File: src/rtl/i2f_sched.sv
// i2f_sched: round-robin scheduler sharing one i2f fixed-to-bfloat16 converter among NREQ
// requesters. One job is in flight at a time: IDLE -> ISSUE -> WAIT -> RESP -> IDLE.
// Optional WAIT-state watchdog is compiled in by defining I2F_SCHED_TIMEOUT_EN.
module i2f_sched #(
  parameter int unsigned NREQ           = 4,
  parameter int unsigned EXP_WIDTH      = 8,
  parameter int unsigned FRACT_WIDTH    = 7,
  parameter int unsigned TIMEOUT_CYCLES = 64
) (
  input  logic                        clk,
  input  logic                        rst,
  input  logic [NREQ-1:0]             req_i,
  input  logic [NREQ*EXP_WIDTH-1:0]   int_i,
  input  logic [NREQ*FRACT_WIDTH-1:0] frac_i,
  output logic [NREQ-1:0]             gnt_o,
  output logic [NREQ-1:0]             resp_valid_o,
  output logic [EXP_WIDTH-1:0]        resp_exp_o,
  output logic [FRACT_WIDTH-1:0]      resp_fract_o,
  output logic                        resp_sgn_o,
  output logic                        resp_err_o,
  output logic                        busy_o,
  output logic                        cvt_valid_o,
  output logic [EXP_WIDTH-1:0]        cvt_int_o,
  output logic [FRACT_WIDTH-1:0]      cvt_frac_o,
  input  logic                        cvt_valid_i,
  input  logic [EXP_WIDTH-1:0]        cvt_exp_i,
  input  logic [FRACT_WIDTH-1:0]      cvt_fract_i,
  input  logic                        cvt_sgn_i
);

  localparam int unsigned IdxW = (NREQ > 1) ? $clog2(NREQ) : 1;

  typedef enum logic [1:0] {StIdle, StIssue, StWait, StResp} state_e;

  state_e                 state_q, state_d;
  logic [IdxW-1:0]        ptr_q, ptr_d;
  logic [IdxW-1:0]        idx_q, idx_d;
  logic [NREQ-1:0]        gnt_q, gnt_d;
  logic [NREQ-1:0]        resp_valid_q, resp_valid_d;
  logic [EXP_WIDTH-1:0]   resp_exp_q, resp_exp_d;
  logic [FRACT_WIDTH-1:0] resp_fract_q, resp_fract_d;
  logic                   resp_sgn_q, resp_sgn_d;
  logic                   busy_q, busy_d;
  logic                   cvt_valid_q, cvt_valid_d;
  logic [EXP_WIDTH-1:0]   cvt_int_q, cvt_int_d;
  logic [FRACT_WIDTH-1:0] cvt_frac_q, cvt_frac_d;

`ifdef I2F_SCHED_TIMEOUT_EN
  localparam int unsigned CntW = $clog2(TIMEOUT_CYCLES + 1);
  logic [CntW-1:0] wd_q, wd_d;
  logic            resp_err_q, resp_err_d;
`endif

  logic            arb_found;
  logic [IdxW-1:0] arb_idx;
  int unsigned     cand;

  // Round-robin pick: first set request searching cyclically from ptr+1.
  always_comb begin
    arb_found = 1'b0;
    arb_idx   = '0;
    cand      = 0;
    for (int unsigned i = 1; i <= NREQ; i++) begin
      cand = 32'(ptr_q) + i;
      if (cand >= NREQ) cand = cand - NREQ;
      if (!arb_found && req_i[IdxW'(cand)]) begin
        arb_found = 1'b1;
        arb_idx   = IdxW'(cand);
      end
    end
  end

  // Next-state and registered-output logic for the job FSM.
  always_comb begin
    state_d      = state_q;
    ptr_d        = ptr_q;
    idx_d        = idx_q;
    gnt_d        = '0;
    resp_valid_d = '0;
    cvt_valid_d  = 1'b0;
    cvt_int_d    = cvt_int_q;
    cvt_frac_d   = cvt_frac_q;
    resp_exp_d   = resp_exp_q;
    resp_fract_d = resp_fract_q;
    resp_sgn_d   = resp_sgn_q;
`ifdef I2F_SCHED_TIMEOUT_EN
    wd_d         = wd_q;
    resp_err_d   = resp_err_q;
`endif

    unique case (state_q)
      StIdle: begin
        if (arb_found) begin
          idx_d          = arb_idx;
          cvt_int_d      = int_i[arb_idx*EXP_WIDTH +: EXP_WIDTH];
          cvt_frac_d     = frac_i[arb_idx*FRACT_WIDTH +: FRACT_WIDTH];
          gnt_d[arb_idx] = 1'b1;
          cvt_valid_d    = 1'b1;
          state_d        = StIssue;
        end
      end
      StIssue: begin
`ifdef I2F_SCHED_TIMEOUT_EN
        wd_d    = '0;
`endif
        state_d = StWait;
      end
      StWait: begin
`ifdef I2F_SCHED_TIMEOUT_EN
        wd_d = wd_q + CntW'(1);
`endif
        // A done pulse wins over a watchdog expiry in the same cycle.
        if (cvt_valid_i) begin
          resp_exp_d          = cvt_exp_i;
          resp_fract_d        = cvt_fract_i;
          resp_sgn_d          = cvt_sgn_i;
          resp_valid_d[idx_q] = 1'b1;
          state_d             = StResp;
`ifdef I2F_SCHED_TIMEOUT_EN
          resp_err_d          = 1'b0;
        end else if (wd_d == CntW'(TIMEOUT_CYCLES)) begin
          resp_exp_d          = '0;
          resp_fract_d        = '0;
          resp_sgn_d          = 1'b0;
          resp_err_d          = 1'b1;
          resp_valid_d[idx_q] = 1'b1;
          state_d             = StResp;
`endif
        end
      end
      StResp: begin
        ptr_d   = idx_q;
        state_d = StIdle;
      end
      default: state_d = StIdle;
    endcase

    busy_d = (state_d != StIdle);
  end

  // State and output registers with synchronous reset.
  always_ff @(posedge clk) begin
    if (rst) begin
      state_q      <= StIdle;
      ptr_q        <= IdxW'(NREQ - 1);
      idx_q        <= '0;
      gnt_q        <= '0;
      resp_valid_q <= '0;
      resp_exp_q   <= '0;
      resp_fract_q <= '0;
      resp_sgn_q   <= 1'b0;
      busy_q       <= 1'b0;
      cvt_valid_q  <= 1'b0;
      cvt_int_q    <= '0;
      cvt_frac_q   <= '0;
`ifdef I2F_SCHED_TIMEOUT_EN
      wd_q         <= '0;
      resp_err_q   <= 1'b0;
`endif
    end else begin
      state_q      <= state_d;
      ptr_q        <= ptr_d;
      idx_q        <= idx_d;
      gnt_q        <= gnt_d;
      resp_valid_q <= resp_valid_d;
      resp_exp_q   <= resp_exp_d;
      resp_fract_q <= resp_fract_d;
      resp_sgn_q   <= resp_sgn_d;
      busy_q       <= busy_d;
      cvt_valid_q  <= cvt_valid_d;
      cvt_int_q    <= cvt_int_d;
      cvt_frac_q   <= cvt_frac_d;
`ifdef I2F_SCHED_TIMEOUT_EN
      wd_q         <= wd_d;
      resp_err_q   <= resp_err_d;
`endif
    end
  end

  assign gnt_o        = gnt_q;
  assign resp_valid_o = resp_valid_q;
  assign resp_exp_o   = resp_exp_q;
  assign resp_fract_o = resp_fract_q;
  assign resp_sgn_o   = resp_sgn_q;
  assign busy_o       = busy_q;
  assign cvt_valid_o  = cvt_valid_q;
  assign cvt_int_o    = cvt_int_q;
  assign cvt_frac_o   = cvt_frac_q;

`ifdef I2F_SCHED_TIMEOUT_EN
  assign resp_err_o = resp_err_q;
`else
  // No watchdog: a result can never be invalid. TIMEOUT_CYCLES is still referenced so the
  // parameter list is identical in both builds.
  assign resp_err_o = (TIMEOUT_CYCLES == 0) ? 1'b0 : 1'b0;
`endif

endmodule

File: config.mk
export PLATFORM = sky130hd
export DESIGN_NAME = i2f_sched
export DESIGN_NICKNAME = d
export VERILOG_FILES = /design/src/rtl/i2f_sched.sv
export SDC_FILE = /design/constraint.sdc
export NUM_CORES = 1
export LEC_CHECK = 0
export ABC_AREA = 1
export BUFFER_PORTS_ARGS = -buffer_cell sky130_fd_sc_hd__buf_2
export CAP_MARGIN = 20
export CORE_UTILIZATION = 42
export DETAILED_ROUTE_END_ITERATION = 8
export GPL_ROUTABILITY_DRIVEN = 0
export PLACE_DENSITY = 0.79
export SYNTH_ARGS = -nofsm -noshare
export SYNTH_HDL_FRONTEND = slang
export SYNTH_SLANG_ARGS = --single-unit
File: constraint.sdc
create_clock -name clk -period 1.6 [get_ports clk]
set_input_delay 0.16 -clock clk [delete_from_list [all_inputs] [get_ports clk]]
set_output_delay 0.16 -clock clk [all_outputs]
set_load 0.02 [all_outputs]
==> results.yml <==
worst_setup_path:
  start_kind: "flip-flop"
  crit_type: "reg -> reg"
  crit_required_ps: 1800
  cp_num_buf_inv: 5
  cpPeakStageDelay_ps: 410
  crit_path_end_kind: "flip-flop"
  worstPathCellList: "inv_6 > nand2_4 > nand2_2 > nand2_2 > nand2_4 > nor2_4 > nand3_4 > buf_6 > nand2_8 > clkinv_8 > buf_12 > nor2_1 > nor2_1 > nand2_1 > inv_1"
  reg2reg_to: "cvt_int_o[5]"
  reg2regPathDepth: 15
  slowest_stage: "dfxtp_4"
  cp_top_family: "simple AND/OR/NAND/NOR gates"
  rrSetupSlack_ps: -330
  critPathMaxFanout: 6
  worstReg2RegStart: "ptr_q[0]"
  cp.arrival_ps: 2120
routing:
  routed_wl_mm: 8.784
  wl_met1_mm: 3.401
  drtIter0Drc: 181
  first_pass_iters: 4
  top_layer_used: "met4"
  wl_per_cell_um: 13.64
  wl_met3_um: 712
  wl_met2_mm: 4.490
  route.detailed.drc: 0
  ant_nets: 0
  via_per_inst: 5.000
  num_vias: 3220
floorplan:
  die_h_um: 80.42
  dieWidth_um: 80.42
  dieArea_um2: 6467
  io_pins: 125
  start_util_pct: 43.62
  rows: 28
  core_area_um2: 5921
worst_hold_path:
  hold_depth: 3
  hold_start: "cvt_exp_i[6]"
  min_delay_worst_endpoint: "resp_exp_o[6]"
  hold_class: "in -> reg"
timing:
  tightest_slew_ps: 620.2
  skew_ps: 11.77
  fmax_mhz: 519.4
  period_needed_ps: 1925
  slew_viol_final: 0
  slew-limit-headroom_pct: 58.61
  fin_crit_sh_pct: 120.3
  hold_violations: 0
  rsz0062_at_grt: "true"
  setup_ws_ps: -325.4
  finalSetupTns_ps: -6221
  setup_viol: 24
yosys:
  yosys_most_used_dff: "dfxtp_1"
  post-synth-top-area-cell: "dfxtp_1"
  synth.net_count: 502
  synth_most_common_cell: "nand2_1"
  syn_avg_cell_area_um2: 6.223
  synth_area_leaders: "dfxtp_1 (36%), nand2_1 (21%), nand3_1 (9.9%), nor2_1 (9.2%), o21ai_0 (4.1%)"
  ys_async_sr_fraction_pct: 0
  synthesis.area_um2: 2582
  synth.distinct_cells: 25
  syn_inst: 415
  synth_seq_area_share_pct: 36.43
  synth_top_cell_area_share_pct: 36.43
  synth-seq-cells: 47
  yosysWarnings: 0
  synth_edf_count: 0
  yosys-top-cells-count: "nand2_1 (144), nor2_1 (63), nand3_1 (51)"
final_layout:
  multi_input_area_um2: 1707
  drive_gt1_share_pct: 46.40
  design_area_um2: 4277
  final_cells: 644
  area_delta_synth_final_pct: 65.60
  diodes: 0
  fill_cells: 440
  final_nets: 655
  seq_area_um2: 948.4
grt:
  grt_antenna_before_repair: 0
  grt_max_degree: 21
  grt_pass1_wl_mm: 11.98
  grt_pass1_vias: 2658
  grt_use_total_pct: 23.80
  gr-total-overflow: 0
place:
  dp.cells: 614
  dp_hpwl_mm: 5.000
  dpl-instance-area_um2: 3416
  dp_slack_ps: -258.0
  port_buffers: 123
power:
  sw_frac_of_total_pct: 44.38
  leakage_nw: 2.358
  combPwrFrac_pct: 66.2
  p_switching_mw: 3.627
  power.total_mw: 8.175
  seq_power_share_pct: 21.3
  internal_power_mw: 4.547
  power_density_nw_per_um2: 1911
  ir_drop_mv: 1.237
  pwr-share-clk_pct: 12.6
clock_network:
  clock-sinks: 47
  cts_buffers: 5
  path_clk_slew_ps: 100
  cts_tree: "done"
  cts_hold_buf: 0
  cts_root_buffer: "clkbuf_8"
  clock_latency_ps: 300
  htreeDepth: 2
  cts.path.max_buffers: 2
outcome:
  outcome: "complete, but fails checks"
  violations: "negative setup slack"
job:
  drv_cap: 0
==> power by group through the flow <==
stage / combinational, mW / sequential [mW] / clock, mW
final: 5.41 / 1.74 / 1.03
after global routing: 5.86 / 1.78 / 1.10
after CTS: 4.49 / 1.71 / 1.05
after detailed placement: 3.74 / 1.72 / 0
after global placement: 3.66 / 1.71 / 0
after floorplan: 2.26 / 2.02 / 0
==> worst min-delay path, cell delays in order <==
cell     delay, ps
buf_2           70
o21ai_0         70
nor2_1          80
==> registers in the layout (all words and copies together), names as in the netlist <==
name	cells
busy_o	1
cvt_frac_o	7
cvt_int_o	8
cvt_valid_o	1
gnt_o	4
idx_q	2
ptr_q	2
resp_exp_o	8
resp_fract_o	7
resp_sgn_o	1
resp_valid_o	4
state_q	2
==> worst max-delay path by stage <==
stage          depth (start not counted)     start             to
3_5_place_dp                          16  ptr_q[0]  cvt_frac_o[0]
2_1_floorplan                         15  ptr_q[0]  cvt_frac_o[0]
4_1_cts                               15  ptr_q[0]  cvt_frac_o[0]
3_3_place_gp                          14  ptr_q[0]  cvt_frac_o[2]
5_1_grt                               15  ptr_q[1]   cvt_int_o[5]
6_report                              15  ptr_q[0]   cvt_int_o[5]
==> routing by layer <==
layer	up-vias	global-route usage [%]
li1	1596	-
met1	1436	27.72
met2	166	43.73
met3	22	5.341
met4	0	5.357
met5	-	0
==> layout make-up <==
type,instances,share of cell area [%]
Clock inverter,2,1.404
Timing Repair Buffer,168,28.96
Sequential cell,47,22.18
Tap cell,75,2.194
Multi-Input combinational cell,311,39.91
Clock buffer,6,1.697
Inverter,35,3.657
==> cells by family (layout without fill, tap and decap cells) <==
family,Yosys count,after routing,synth area share (%)
compound gates,30,30,5.911
simple gates,276,276,45.35
fa+ha+maj,4,4,1.938
buf+inv,57,211,10.22
other cells,1,1,0.1452
flops,47,47,36.43
==> stage by stage <==
step	hold slack [ps]	utilization, %
global placement	413.5	57.69
global route	115.3	72.23
CTS	106.4	65.13
floorplan	326.6	-
finish	115.0	72.23
detailed placement	419.3	57.69
==> placed cells by master, fill, tap and decap left out, types with 3 or more instances in the layout <==
cell,Yosys,layout
nor2_1,63,51
o21ai_0,21,19
inv_1,27,25
clkbuf_8,0,5
nand2_1,144,116
buf_4,3,21
buf_6,3,8
buf_2,9,123
inv_4,2,3
clkbuf_16,0,5
nor2_4,1,4
nor3_1,8,6
buf_16,0,4
nor2_2,0,9
dfxtp_1,47,45
nand3_2,1,25
nand3_1,51,27
ha_1,4,4
inv_2,5,4
buf_12,0,7
nand2_2,4,22
a21oi_1,6,6
nand2_4,1,9
==> repair_timing <==
action                     in CTS  in global routing
buffers inserted                6                  8
setup endpoints to repair      24                 24
pin swaps                      13                 34
resized for setup              57                 56
gates cloned                    4                  5
Note: power is estimated with default switching activity, not from simulation.
